<file path="config.mk">
export PLATFORM = sky130hd
export DESIGN_NAME = named_decode
export DESIGN_NICKNAME = d
export VERILOG_FILES = /design/src/rtl/named_decode.sv
export SDC_FILE = /design/constraint.sdc
export NUM_CORES = 1
export LEC_CHECK = 0
export BUFFER_PORTS_ARGS = -buffer_cell sky130_fd_sc_hd__buf_4
export CORE_UTILIZATION = 60
export CTS_BUF_LIST = sky130_fd_sc_hd__clkbuf_8 sky130_fd_sc_hd__clkbuf_16
export CTS_CLUSTER_SIZE = 28
export DETAILED_ROUTE_END_ITERATION = 6
export PLACE_DENSITY = 0.81
export SLEW_MARGIN = 20
export SYNTH_ARGS = -nofsm -noshare
export SYNTH_HDL_FRONTEND = slang
export SYNTH_SLANG_ARGS = --single-unit
</file>
<file path="constraint.sdc">
create_clock -name CLK -period 5.17 [get_ports CLK]
set_clock_uncertainty 0.05 [all_clocks]
set_input_delay 0.7755 -clock CLK [delete_from_list [all_inputs] [get_ports CLK]]
set_output_delay 0.7755 -clock CLK [all_outputs]
set_load 0.01 [all_outputs]
</file>
<file path="src/rtl/named_decode.sv">
// rtl/named_decode.sv - named-counter decoder with tagged output FIFO
//
// Purpose:
//   Regenerates the encoder's running counter, restores SUM = XIN + key and
//   tags each word with its key. Decoded words are buffered in a DEPTH-entry
//   FIFO drained through a valid/ready handshake.
//
// Ports:
//   CLK        clock, rising edge
//   RST        synchronous active-high reset
//   XIN        encoded word
//   IN_VALID   XIN valid this cycle
//   IN_READY   a word can be accepted (registered FIFO state only)
//   SYNC       load counter from SYNC_VAL (key = SYNC_VAL this cycle)
//   SYNC_VAL   counter load value
//   SUM        decoded word at the FIFO head
//   SEQ        key used to decode the head word
//   OUT_VALID  FIFO non-empty
//   OUT_READY  consumer takes the head word
//   LEVEL      FIFO occupancy
//   OVERFLOW   sticky: a word was dropped while full (FREE_RUN=1 only)

module named_decode #(
    parameter int NBITS    = 8,
    parameter int DEPTH    = 4,
    parameter bit FREE_RUN = 1'b1
) (
    input  logic                     CLK,
    input  logic                     RST,
    input  logic [NBITS-1:0]         XIN,
    input  logic                     IN_VALID,
    output logic                     IN_READY,
    input  logic                     SYNC,
    input  logic [NBITS-1:0]         SYNC_VAL,
    output logic [NBITS-1:0]         SUM,
    output logic [NBITS-1:0]         SEQ,
    output logic                     OUT_VALID,
    input  logic                     OUT_READY,
    output logic [$clog2(DEPTH):0]   LEVEL,
    output logic                     OVERFLOW
);

    localparam int AW = $clog2(DEPTH);
    localparam logic [AW:0] FULL_LVL = (AW+1)'(DEPTH);

    logic [NBITS-1:0] cnt;
    logic [NBITS-1:0] key;
    logic [NBITS-1:0] sum_in;

    // Pointers carry one extra bit so full and empty are distinguishable.
    logic [AW:0]      wr_ptr;
    logic [AW:0]      rd_ptr;
    logic [AW:0]      rd_ptr_nxt;

    logic [NBITS-1:0] sum_mem [DEPTH];
    logic [NBITS-1:0] seq_mem [DEPTH];

    logic             accept;
    logic             pop;
    logic             cnt_load;

    logic             head_load;
    logic [NBITS-1:0] head_sum;
    logic [NBITS-1:0] head_seq;

    assign LEVEL     = wr_ptr - rd_ptr;
    assign IN_READY  = (LEVEL != FULL_LVL);
    assign OUT_VALID = (wr_ptr != rd_ptr);

    assign key    = SYNC ? SYNC_VAL : cnt + NBITS'(1);
    assign sum_in = XIN + key;

    assign accept = IN_VALID & IN_READY;
    assign pop    = OUT_VALID & OUT_READY;

    assign cnt_load   = FREE_RUN ? 1'b1 : (accept | SYNC);
    assign rd_ptr_nxt = rd_ptr + {{AW{1'b0}}, pop};

    // SUM/SEQ are registered copies of the head entry so they can hold their
    // last value once the FIFO runs empty. When the FIFO would be empty after
    // this cycle's pop, the only possible new head is the word pushed now.
    always_comb begin
        head_load = 1'b0;
        head_sum  = sum_in;
        head_seq  = key;
        if (rd_ptr_nxt == wr_ptr) begin
            head_load = accept;
        end else begin
            head_load = 1'b1;
            head_sum  = sum_mem[rd_ptr_nxt[AW-1:0]];
            head_seq  = seq_mem[rd_ptr_nxt[AW-1:0]];
        end
    end

    always_ff @(posedge CLK) begin
        if (accept) begin
            sum_mem[wr_ptr[AW-1:0]] <= sum_in;
            seq_mem[wr_ptr[AW-1:0]] <= key;
        end
    end

    always_ff @(posedge CLK) begin
        if (RST) begin
            cnt      <= '0;
            wr_ptr   <= '0;
            rd_ptr   <= '0;
            SUM      <= '0;
            SEQ      <= '0;
            OVERFLOW <= 1'b0;
        end else begin
            if (cnt_load) begin
                cnt <= key;
            end
            if (accept) begin
                wr_ptr <= wr_ptr + {{AW{1'b0}}, 1'b1};
            end
            rd_ptr <= rd_ptr_nxt;
            if (head_load) begin
                SUM <= head_sum;
                SEQ <= head_seq;
            end
            // In tagged mode a full FIFO is ordinary backpressure.
            if (FREE_RUN && IN_VALID && !IN_READY) begin
                OVERFLOW <= 1'b1;
            end
        end
    end

endmodule

</file>
==> flow_summary_export.csv <==
group,metric,value,unit
outcome,status,"completed",
synthesis,ys_ff_latch,95,
worst_setup_path,endpoint_kind,"register",
global_routing,grt_max_degree,33,
worst_setup_path,crit_slowest_cell,"ha_1",
placement,place_congestion,0.8026,
worst_setup_path,cp-startpoint,"wr_ptr[0]$_SDFFE_PP0P_",
die,die_area,0.007493,mm²
worst_setup_path,critPathBufInv,2,
cells_and_area,drive_gt1_share,26.76,%
worst_setup_path,cp-start-kind,"register",
drt,vias,2578,
worst_setup_path,crit_chain,"inv_1 > ha_1 > nand3_1 > and2_1 > ha_1 > ha_1 > xor2_1 > nor3_4 > buf_4 > nor2_1 > a311oi_1",
worst_setup_path,crit_type,"register to register",
synthesis,syn_avg_cell_area,13.88,µm²
placement,placedCellCount,435,
worst_setup_path,crit_fanout,32,
cells_and_area,regArea,0.002542,mm²
clock_network,path_clk_slew,0.09,ns
job,cap_violations,0,
synthesis,synthFlopType,"edfxtp_1",
cells_and_area,num-nets-final,390,
cells_and_area,antenna_cells,0,
die,ioPinCount,43,
worst_setup_path,arrival,3.85,ns
sta,setup_ws,1.525,ns
power_and_ir_drop,powerDensity,532.6,mW/mm²
sta,rsz0062_at_grt,"false",
synthesis,async_flop_share,0,%
synthesis,synth_seq_area_share,59.26,%
worst_setup_path,cp.required,5.38,ns
cells_and_area,nFillCells,478,
sta,fin_setup_tns,0,ns
sta,finalHoldViolCount,0,
synthesis,synth_area,0.004290,mm²
die,die-height,86.56,µm
clock_network,numCtsBuffers,9,
synthesis,synthDistinctLibCells,50,
sta,drv_slew,0,
die,placementRows,30,
worst_setup_path,timing.rr.start,"wr_ptr[0]$_SDFFE_PP0P_",
clock_network,cts_sinks,95,
sta,finalSetupViolations,0,
synthesis,yosysWarnings,0,
global_routing,antenna_found_initial,0,
min_path,hp-class,"register to register",
drt,drt_wl_total,8014,µm
clock_network,clock-root-buffer,"clkbuf_8",
clock_network,h-tree-depth,3,
drt,antenna_left,0,
sta,relSlewSlack,40.84,%
cells_and_area,stdcell_count,451,
drt,first_pass_iters,4,
min_path,min_from,"OVERFLOW$_SDFFE_PP0P_",
clock_network,cts_tree,"yes",
cells_and_area,multi_input_area,0.001619,mm²
drt,drt_iter0_markers,210,
power_and_ir_drop,leakagePower,1.796,nW
placement,numPortBuffers,42,
clock_network,cts_resized,0,
drt,viasPerCell,5.716,
drt,drc_errors,0,
worst_setup_path,critPathTopFamily,"adder cells",
global_routing,gr-usage-all-layers,23.45,%
synthesis,synth_fp_nets,349,
worst_setup_path,cpMostUsedCell,"ha_1",
die,die_x,86.56,µm
placement,pre_cts_slack,1.573,ns
cells_and_area,syn_to_final_growth,13.62,%
synthesis,synth_edf_count,64,
global_routing,grt_pass1_wl,12630,µm
clock_network,clkLatencyLatePin,0.36,ns
sta,max_clock_freq,0.2744,GHz
sta,min_period_over_period,70.50,%
global_routing,gr-total-overflow,0,
global_routing,grt_pass1_vias,2503,
sta,tightest_slew,0.8874,ns
placement,post-dp-hpwl,5232,µm
synthesis,synth_cells,309,
worst_setup_path,slowest_delay,0.87,ns
cells_and_area,final_area,0.004875,mm²
placement,placed_area,0.004646,mm²
sta,period_needed,3.645,ns
power_and_ir_drop,peakVddDrop,265.7,µV
drt,wire_per_inst,17.77,µm
clock_network,postCtsSetupBuffers,0,
clock_network,clockBufferDepth,2,
die,initial_utilization,62.46,%
clock_network,cts-hold-fix-buffers,0,
die,core_area,0.006869,mm²
[layer usage]
| layer | global-route usage, % | wire length (µm) | up-vias |
|---|---|---|---|
| li1 | - | - | 1225 |
| met1 | 32.34 | 3599 | 1280 |
| met2 | 37.16 | 3883 | 62 |
| met3 | 6.476 | 439 | 11 |
| met4 | 6.364 | 92 | 0 |
| met5 | 0 | 0 | - |
[area by class of cell]
cell class                      count  area share, %
Timing Repair Buffer               45          6.930
Inverter                            7         0.5390
Sequential cell                    95          52.16
Tap cell                           96          2.464
Multi-Input combinational cell    192          33.21
Clock buffer                       10          2.823
Clock inverter                      6          1.874
[layout by cell type (no fill, tap or decap), drive strengths merged, types with 3 or more instances in the layout]
master	count
dfxtp	31
a21oi	8
nor2	24
nand2	37
xor2	6
nor2b	9
mux4	16
edfxtp	64
clkinvlp	3
xnor2	11
and3	6
a311oi	12
inv	8
o21ai	8
buf	45
ha	17
clkbuf	10
nand3	7
[worst min-delay path: stages, from the launching register on]
cell and delay, ns:
dfxtp_1 0.34, a41oi_1 0.05, nor2_1 0.07
[power by group]
part           internal, mW  leakage [nW]  total (mW)  switching [mW]
Combinational         0.472         0.844        1.02           0.552
Clock                 0.287         0.105       0.540           0.253
Sequential            0.975         0.846        1.03          0.0572
Total                  1.73          1.80        2.60           0.862
[state kept, by name, summed over array words and instances (netlist names)]
signal and flops:
OVERFLOW 1, SEQ 8, SUM 8, cnt 8, rd_ptr 3, seq_mem 32, sum_mem 32, wr_ptr 3
[cell families (layout without fill, tap and decap cells)]
family | Yosys count | after routing | synth area share (%)
flip-flops | 95 | 95 | 59.26
multiplexers | 19 | 19 | 9.128
AND/OR/NAND/NOR | 94 | 94 | 10.73
adder cells (fa/ha/maj) | 19 | 19 | 5.891
buffers and inverters | 22 | 68 | 3.150
XOR/XNOR | 18 | 18 | 4.054
AO/OA/AOI/OAI | 42 | 42 | 7.787
[cells in the mapped netlist (3+ instances only)]
| cell | count | area [µm²] |
|---|---|---|
| nand2_1 | 35 | 131.4 |
| o21ai_0 | 8 | 40.04 |
| nor2b_1 | 9 | 56.30 |
| dfxtp_1 | 31 | 620.6 |
| mux4_2 | 16 | 360.4 |
| edfxtp_1 | 64 | 1922 |
| and3_2 | 4 | 30.03 |
| nor2_1 | 24 | 90.09 |
| xnor2_1 | 11 | 96.34 |
| a311oi_2 | 3 | 45.04 |
| clkbuf_1 | 5 | 18.77 |
| xor2_1 | 6 | 52.55 |
| nand3_1 | 6 | 30.03 |
| inv_1 | 7 | 26.28 |
| buf_4 | 4 | 30.03 |
| ha_1 | 17 | 212.7 |
| a311oi_1 | 9 | 78.83 |
| a21oi_1 | 6 | 30.03 |
| buf_2 | 3 | 15.01 |
[through the flow]
| step | hold WS [ns] | power, mW | util (%) |
|---|---|---|---|
| after detailed placement | 0.4229 | 2.083 | 67.63 |
| after floorplan | 0.4524 | 1.814 | - |
| after CTS | 0.4446 | 2.620 | 70.97 |
| after global placement | 0.4238 | 2.058 | 67.63 |
| final | 0.4378 | 2.596 | 70.97 |
| after global routing | 0.4617 | 2.742 | 70.97 |
[worst paths after layout]
check	to	slack, ns	cells past startpoint
setup / recovery	SEQ[3]$_SDFFE_PP0P_	1.53	11
hold / removal	OVERFLOW$_SDFFE_PP0P_	0.44	2
hold reg to reg	OVERFLOW$_SDFFE_PP0P_	0.44	2
setup reg to reg	SEQ[3]$_SDFFE_PP0P_	1.53	11
Power figures use the tool's default switching activity.
